`config.mk`:
```
export PLATFORM = sky130hd
export DESIGN_NAME = serial_subtractor
export DESIGN_NICKNAME = d
export VERILOG_FILES = /design/src/rtl/serial_subtractor.sv
export SDC_FILE = /design/constraint.sdc
export NUM_CORES = 1
export LEC_CHECK = 0
export CAP_MARGIN = 20
export CORE_MARGIN = 10
export CORE_UTILIZATION = 50
export CTS_CLUSTER_SIZE = 30
export DETAILED_ROUTE_END_ITERATION = 6
export PLACE_DENSITY = 0.89
export SYNTH_ARGS = -nofsm -noshare
export SYNTH_HDL_FRONTEND = slang
export SYNTH_SLANG_ARGS = --single-unit
```
`constraint.sdc`:
```
create_clock -name clk -period 1.45 [get_ports clk]
set_clock_uncertainty 0.05 [all_clocks]
set_input_delay 0.145 -clock clk [delete_from_list [all_inputs] [get_ports clk]]
set_output_delay 0.145 -clock clk [all_outputs]
set_load 0.03 [all_outputs]
```
`src/rtl/serial_subtractor.sv`:
```
// Bit-serial unsigned subtractor: one full-subtractor cell processes a-b LSB first,
// one bit per clock, and presents diff/borrow with a single-cycle done pulse.
module serial_subtractor #(
  parameter int WIDTH = 8
) (
  input  logic             clk,
  input  logic             rst,
  input  logic             start,
  input  logic [WIDTH-1:0] a,
  input  logic [WIDTH-1:0] b,
  output logic [WIDTH-1:0] diff,
  output logic             borrow,
  output logic             busy,
  output logic             done
);

  localparam int CW = $clog2(WIDTH + 1);

  typedef enum logic [1:0] {
    ST_IDLE  = 2'd0,
    ST_SHIFT = 2'd1,
    ST_DONE  = 2'd2
  } state_t;

  state_t           state_reg;
  state_t           state_next;
  logic [WIDTH-1:0] a_sh_reg;
  logic [WIDTH-1:0] b_sh_reg;
  logic [WIDTH-1:0] diff_reg;
  logic             borrow_reg;
  logic [CW-1:0]    cnt_reg;
  logic             d_bit;
  logic             bout_bit;

  // Single full-subtractor cell on the current LSBs and the running borrow.
  assign d_bit    = a_sh_reg[0] ^ b_sh_reg[0] ^ borrow_reg;
  assign bout_bit = (~a_sh_reg[0] & b_sh_reg[0]) |
                    (~(a_sh_reg[0] ^ b_sh_reg[0]) & borrow_reg);

  always_ff @(posedge clk) begin
    if (rst) begin
      state_reg <= ST_IDLE;
    end else begin
      state_reg <= state_next;
    end
  end

  always_comb begin
    state_next = state_reg;
    case (state_reg)
      ST_IDLE:  if (start) state_next = ST_SHIFT;
      ST_SHIFT: if (cnt_reg == CW'(1)) state_next = ST_DONE;
      ST_DONE:  state_next = ST_IDLE;
      default:  state_next = ST_IDLE;
    endcase
  end

  always_comb begin
    busy = (state_reg == ST_SHIFT);
    done = (state_reg == ST_DONE);
  end

  // Result bits enter at the MSB so that after WIDTH shifts bit 0 sits at the LSB.
  always_ff @(posedge clk) begin
    if (rst) begin
      a_sh_reg   <= '0;
      b_sh_reg   <= '0;
      diff_reg   <= '0;
      borrow_reg <= 1'b0;
      cnt_reg    <= '0;
    end else begin
      case (state_reg)
        ST_IDLE: begin
          if (start) begin
            a_sh_reg   <= a;
            b_sh_reg   <= b;
            borrow_reg <= 1'b0;
            cnt_reg    <= CW'(WIDTH);
          end
        end
        ST_SHIFT: begin
          a_sh_reg   <= a_sh_reg >> 1;
          b_sh_reg   <= b_sh_reg >> 1;
          diff_reg   <= {d_bit, diff_reg[WIDTH-1:1]};
          borrow_reg <= bout_bit;
          cnt_reg    <= cnt_reg - CW'(1);
        end
        default: begin
        end
      endcase
    end
  end

  assign diff   = diff_reg;
  assign borrow = borrow_reg;

endmodule

```
==> summary.md <==
| Metric | Value |
|---|---|
| Tmin final | `1.35 ns` |
| Maximum clock rate | `740 MHz` |
| Dpl cells | `253` |
| Worst flop-to-flop path endpoint | `cnt_reg[3]$_SDFFE_PP0P_` |
| Number of distinct library cells after synthesis | `35` |
| Final wirelength | `3.41 mm` |
| Hold path startpoint | `b[7]` |
| First-pass GRT wire length | `5.80 mm` |
| CTS tree | `yes` |
| PD cells | `approximately 930 mW/mm^2` |
| Drt via density | `about 5.2` |
| CP max FO | `3` |
| Slew Limit Fails | `0` |
| P&R area growth vs syn | `25.3%` |
| Crit path to | `borrow` |
| TritonCTS Buffers | `5` |
| Worst-Margin Slew | `0.308 ns` |
| Fin nets | `245` |
| R2r setup slk | `0.13 ns` |
| Total gr overflow | `0` |
| Max Buffers Root-to-Sink | `2` |
| CP Data Required Time | `1.25 ns` |
| Starting Density | `between 50% and 60%` |
| Core Region | `0.00303 mm^2` |
| Final period utilization | `93.2%` |
| Ratio of cells with drive above 1 in the final layout | `18.9%` |
| Final hold slack | `about 0.41 ns` |
| Slew headroom | `79.5%` |
| Worst setup EP type | `output port` |
| Register area share after synthesis | `39.4%` |
| Reg2Reg Depth | `5` |
| Crit start category | `flop` |
| Max incr delay on CP | `approximately 0.42 ns` |
| Non-Filler Instances | `266` |
| Die Footprint | `~0.0058 mm^2` |
| Pre-antenna DRT Iters | `4` |
| Drt drc | `0` |
| Largest net degree at the start of global routing | `32` |
| CP cell instances | `dlygate4sd2_1` |
| Rows | `20` |
| Vias in the first global route | `1279` |
| Delay-heaviest family, CP | `buffers and inverters` |
| Reg2reg start | `state_reg[1]$_SDFFE_PP0P_` |
| Detail Route Antenna Nets | `0` |
| H-Tree Depth | `2` |
| Number of primary I/O pins | `30` |
| Worst Setup SP | `borrow$_SDFFE_PP0P_` |
| Max-cap violation count | `0` |
| Final Hold Vio Count | `0` |
| Worst min-delay path category | `in -> reg` |
| Buf/Inv on CP | `1` |
| Total power | `1.84 mW` |
| Clock Sinks | `31` |
| Initial antenna violation count | `0` |
| IR drop worst, VDD | `between 0.4 and 0.5 mV` |
| Mean post-synth cell area | `approximately 8.5 um^2` |
| Final Util | `65.2%` |
| Skew-Pair Late Insertion Delay | `approximately 0.34 ns` |
| Synthesized area | `0.00158 mm^2` |
| Final setup fails | `0` |
| Mapped Cells | `186` |
| # diodes | `0` |
| WL/cell | `~13 um` |
| Ys Warns | `0` |
| Gpl congestion | `0.772` |
| DRT iter0 DRCs | `97` |
| Critical Path Stages | `1` |
| Root buffer cell | `clkbuf_4` |
| Post-Syn Nets | `208` |
| Yosys reg bits | `31` |
| Gr usage total | `11.8%` |
| Status | `complete, no violations` |
| Slowest-stage cell, CP | `dlygate4sd2_1` |
| RSZ-0062 raised after global routing | `no` |
| Dpl hpwl | `2.34 mm` |
| DR vias | `1370` |
| Crit path kind | `reg -> out` |
| Static leakage | `a little over 0.8 nW` |
| Clock transition at path regs | `0.09 ns` |
| Chip Height | `76.2 um` |
| Port Buf Inserts | `29` |
| Hold_buf cts | `0` |
| Die W | `76.2 um` |
| Critical path data arrival time | `1.16 ns` |
## synthesized netlist by cell type
| cell | n | area (um^2) |
|---|---|---|
| nand2_1 | 18 | 67.6 |
| inv_6 | 1 | 8.76 |
| a21oi_2 | 1 | 8.76 |
| clkbuf_1 | 3 | 11.3 |
| nor3b_1 | 1 | 7.51 |
| o21ba_2 | 1 | 10.0 |
| o22ai_1 | 2 | 12.5 |
| dfxtp_1 | 31 | 621 |
| a2bb2oi_2 | 1 | 15.0 |
| nor2_1 | 27 | 101 |
| nand2b_1 | 6 | 37.5 |
| a22oi_2 | 1 | 12.5 |
| o221a_2 | 8 | 90.1 |
| fa_1 | 1 | 20.0 |
| o21ai_0 | 1 | 5.00 |
| ha_1 | 2 | 25.0 |
| mux2i_1 | 1 | 10.0 |
| a211oi_1 | 1 | 7.51 |
| buf_8 | 1 | 15.0 |
| a211oi_2 | 2 | 25.0 |
| buf_6 | 4 | 45.0 |
| buf_4 | 1 | 7.51 |
| nor3_1 | 8 | 40.0 |
| buf_2 | 4 | 20.0 |
| nor2b_1 | 5 | 31.3 |
| a21oi_1 | 31 | 155 |
| a311oi_1 | 1 | 8.76 |
| or2_2 | 1 | 6.26 |
| or3b_1 | 6 | 52.6 |
| nor2_2 | 1 | 6.26 |
| inv_1 | 10 | 37.5 |
| o21bai_4 | 1 | 18.8 |
| buf_12 | 1 | 20.0 |
| nand2b_2 | 1 | 8.76 |
| or2b_1 | 1 | 7.51 |
## area by class of cell
class | instances | area, um^2
fillers | 231 | 1050
flip-flops and latches | 31 | 622
inverters | 11 | 46.3
multi-input cells | 130 | 796
well taps | 44 | 55.1
repair buffers | 44 | 415
clock buffers | 6 | 41.3
## through the flow
stage	TNS, ns	cell area (um^2)	setup WS, ns
3_3_place_gp	-0.244	1880	-0.0491
3_5_place_dp	-0.613	1880	-0.0779
6_report	0	1980	0.0992
4_1_cts	0	1920	0.0309
2_1_floorplan	0	1580	0.0574
5_1_grt	0	1980	0.0569
## timing repair
item / CTS / global route
setup buffers: 0 / 7
setup endpoints to repair: 10 / 2
cloned: 0 / 0
resized for setup: 12 / 0
## placed cells by master, fill, tap and decap left out
cell             count
nand2b_1             6
a211oi_2             2
inv_6                1
inv_1               10
a21oi_2              1
a21oi_1             31
dfxtp_1             30
or2b_1               1
a2bb2oi_2            1
nor2_2               1
a211oi_1             1
clkdlybuf4s50_1     18
dfxtp_2              1
nor3_1               8
nor2_1              27
buf_4               14
buf_6                1
mux2i_1              1
o221a_2              8
clkbuf_4             5
fa_1                 1
nand2_1             18
or3b_1               6
nor3b_1              1
buf_12               2
o21ba_2              1
a311oi_1             1
nor2b_1              5
nand2b_4             1
dlygate4sd2_1        9
ha_1                 2
clkbuf_1             1
o21bai_4             1
a22oi_2              1
o21ai_0              1
or2_2                1
o22ai_1              2
## report_power, final
part | switching [mW] | internal, mW | total, mW
Combinational | 0.206 | 0.222 | 0.428
Sequential | 0.0503 | 0.917 | 0.968
Clock | 0.276 | 0.172 | 0.448
Total | 0.533 | 1.31 | 1.84
## how the worst min path moves through the flow
stage                     cells past startpoint                  endpoint
after global placement                        2      diff[0]$_SDFFE_PP0P_
after CTS                                     3  b_sh_reg[7]$_SDFFE_PP0P_
final                                         3  b_sh_reg[7]$_SDFFE_PP0P_
after floorplan                               2  b_sh_reg[0]$_SDFFE_PP0P_
after global routing                          3  b_sh_reg[7]$_SDFFE_PP0P_
after detailed placement                      2      diff[2]$_SDFFE_PP0P_
## metal layers
metal | GRT usage [%] | wire length, um
met1 | 13.3 | 1580
met2 | 19.3 | 1670
met3 | 2.83 | 69
met4 | 7.81 | 92
met5 | 0 | 0
## cell families after synthesis
group | count (synthesis) | share of synthesized area (%)
DFF | 31 | 39.4
muxes | 1 | 0.635
and+or+nand+nor | 75 | 23.3
buffers and inverters | 25 | 10.5
adders and majority gates | 3 | 2.86
AOI/OAI and AO/OA | 51 | 23.4
No activity file was read; power rests on OpenSTA's default activity.
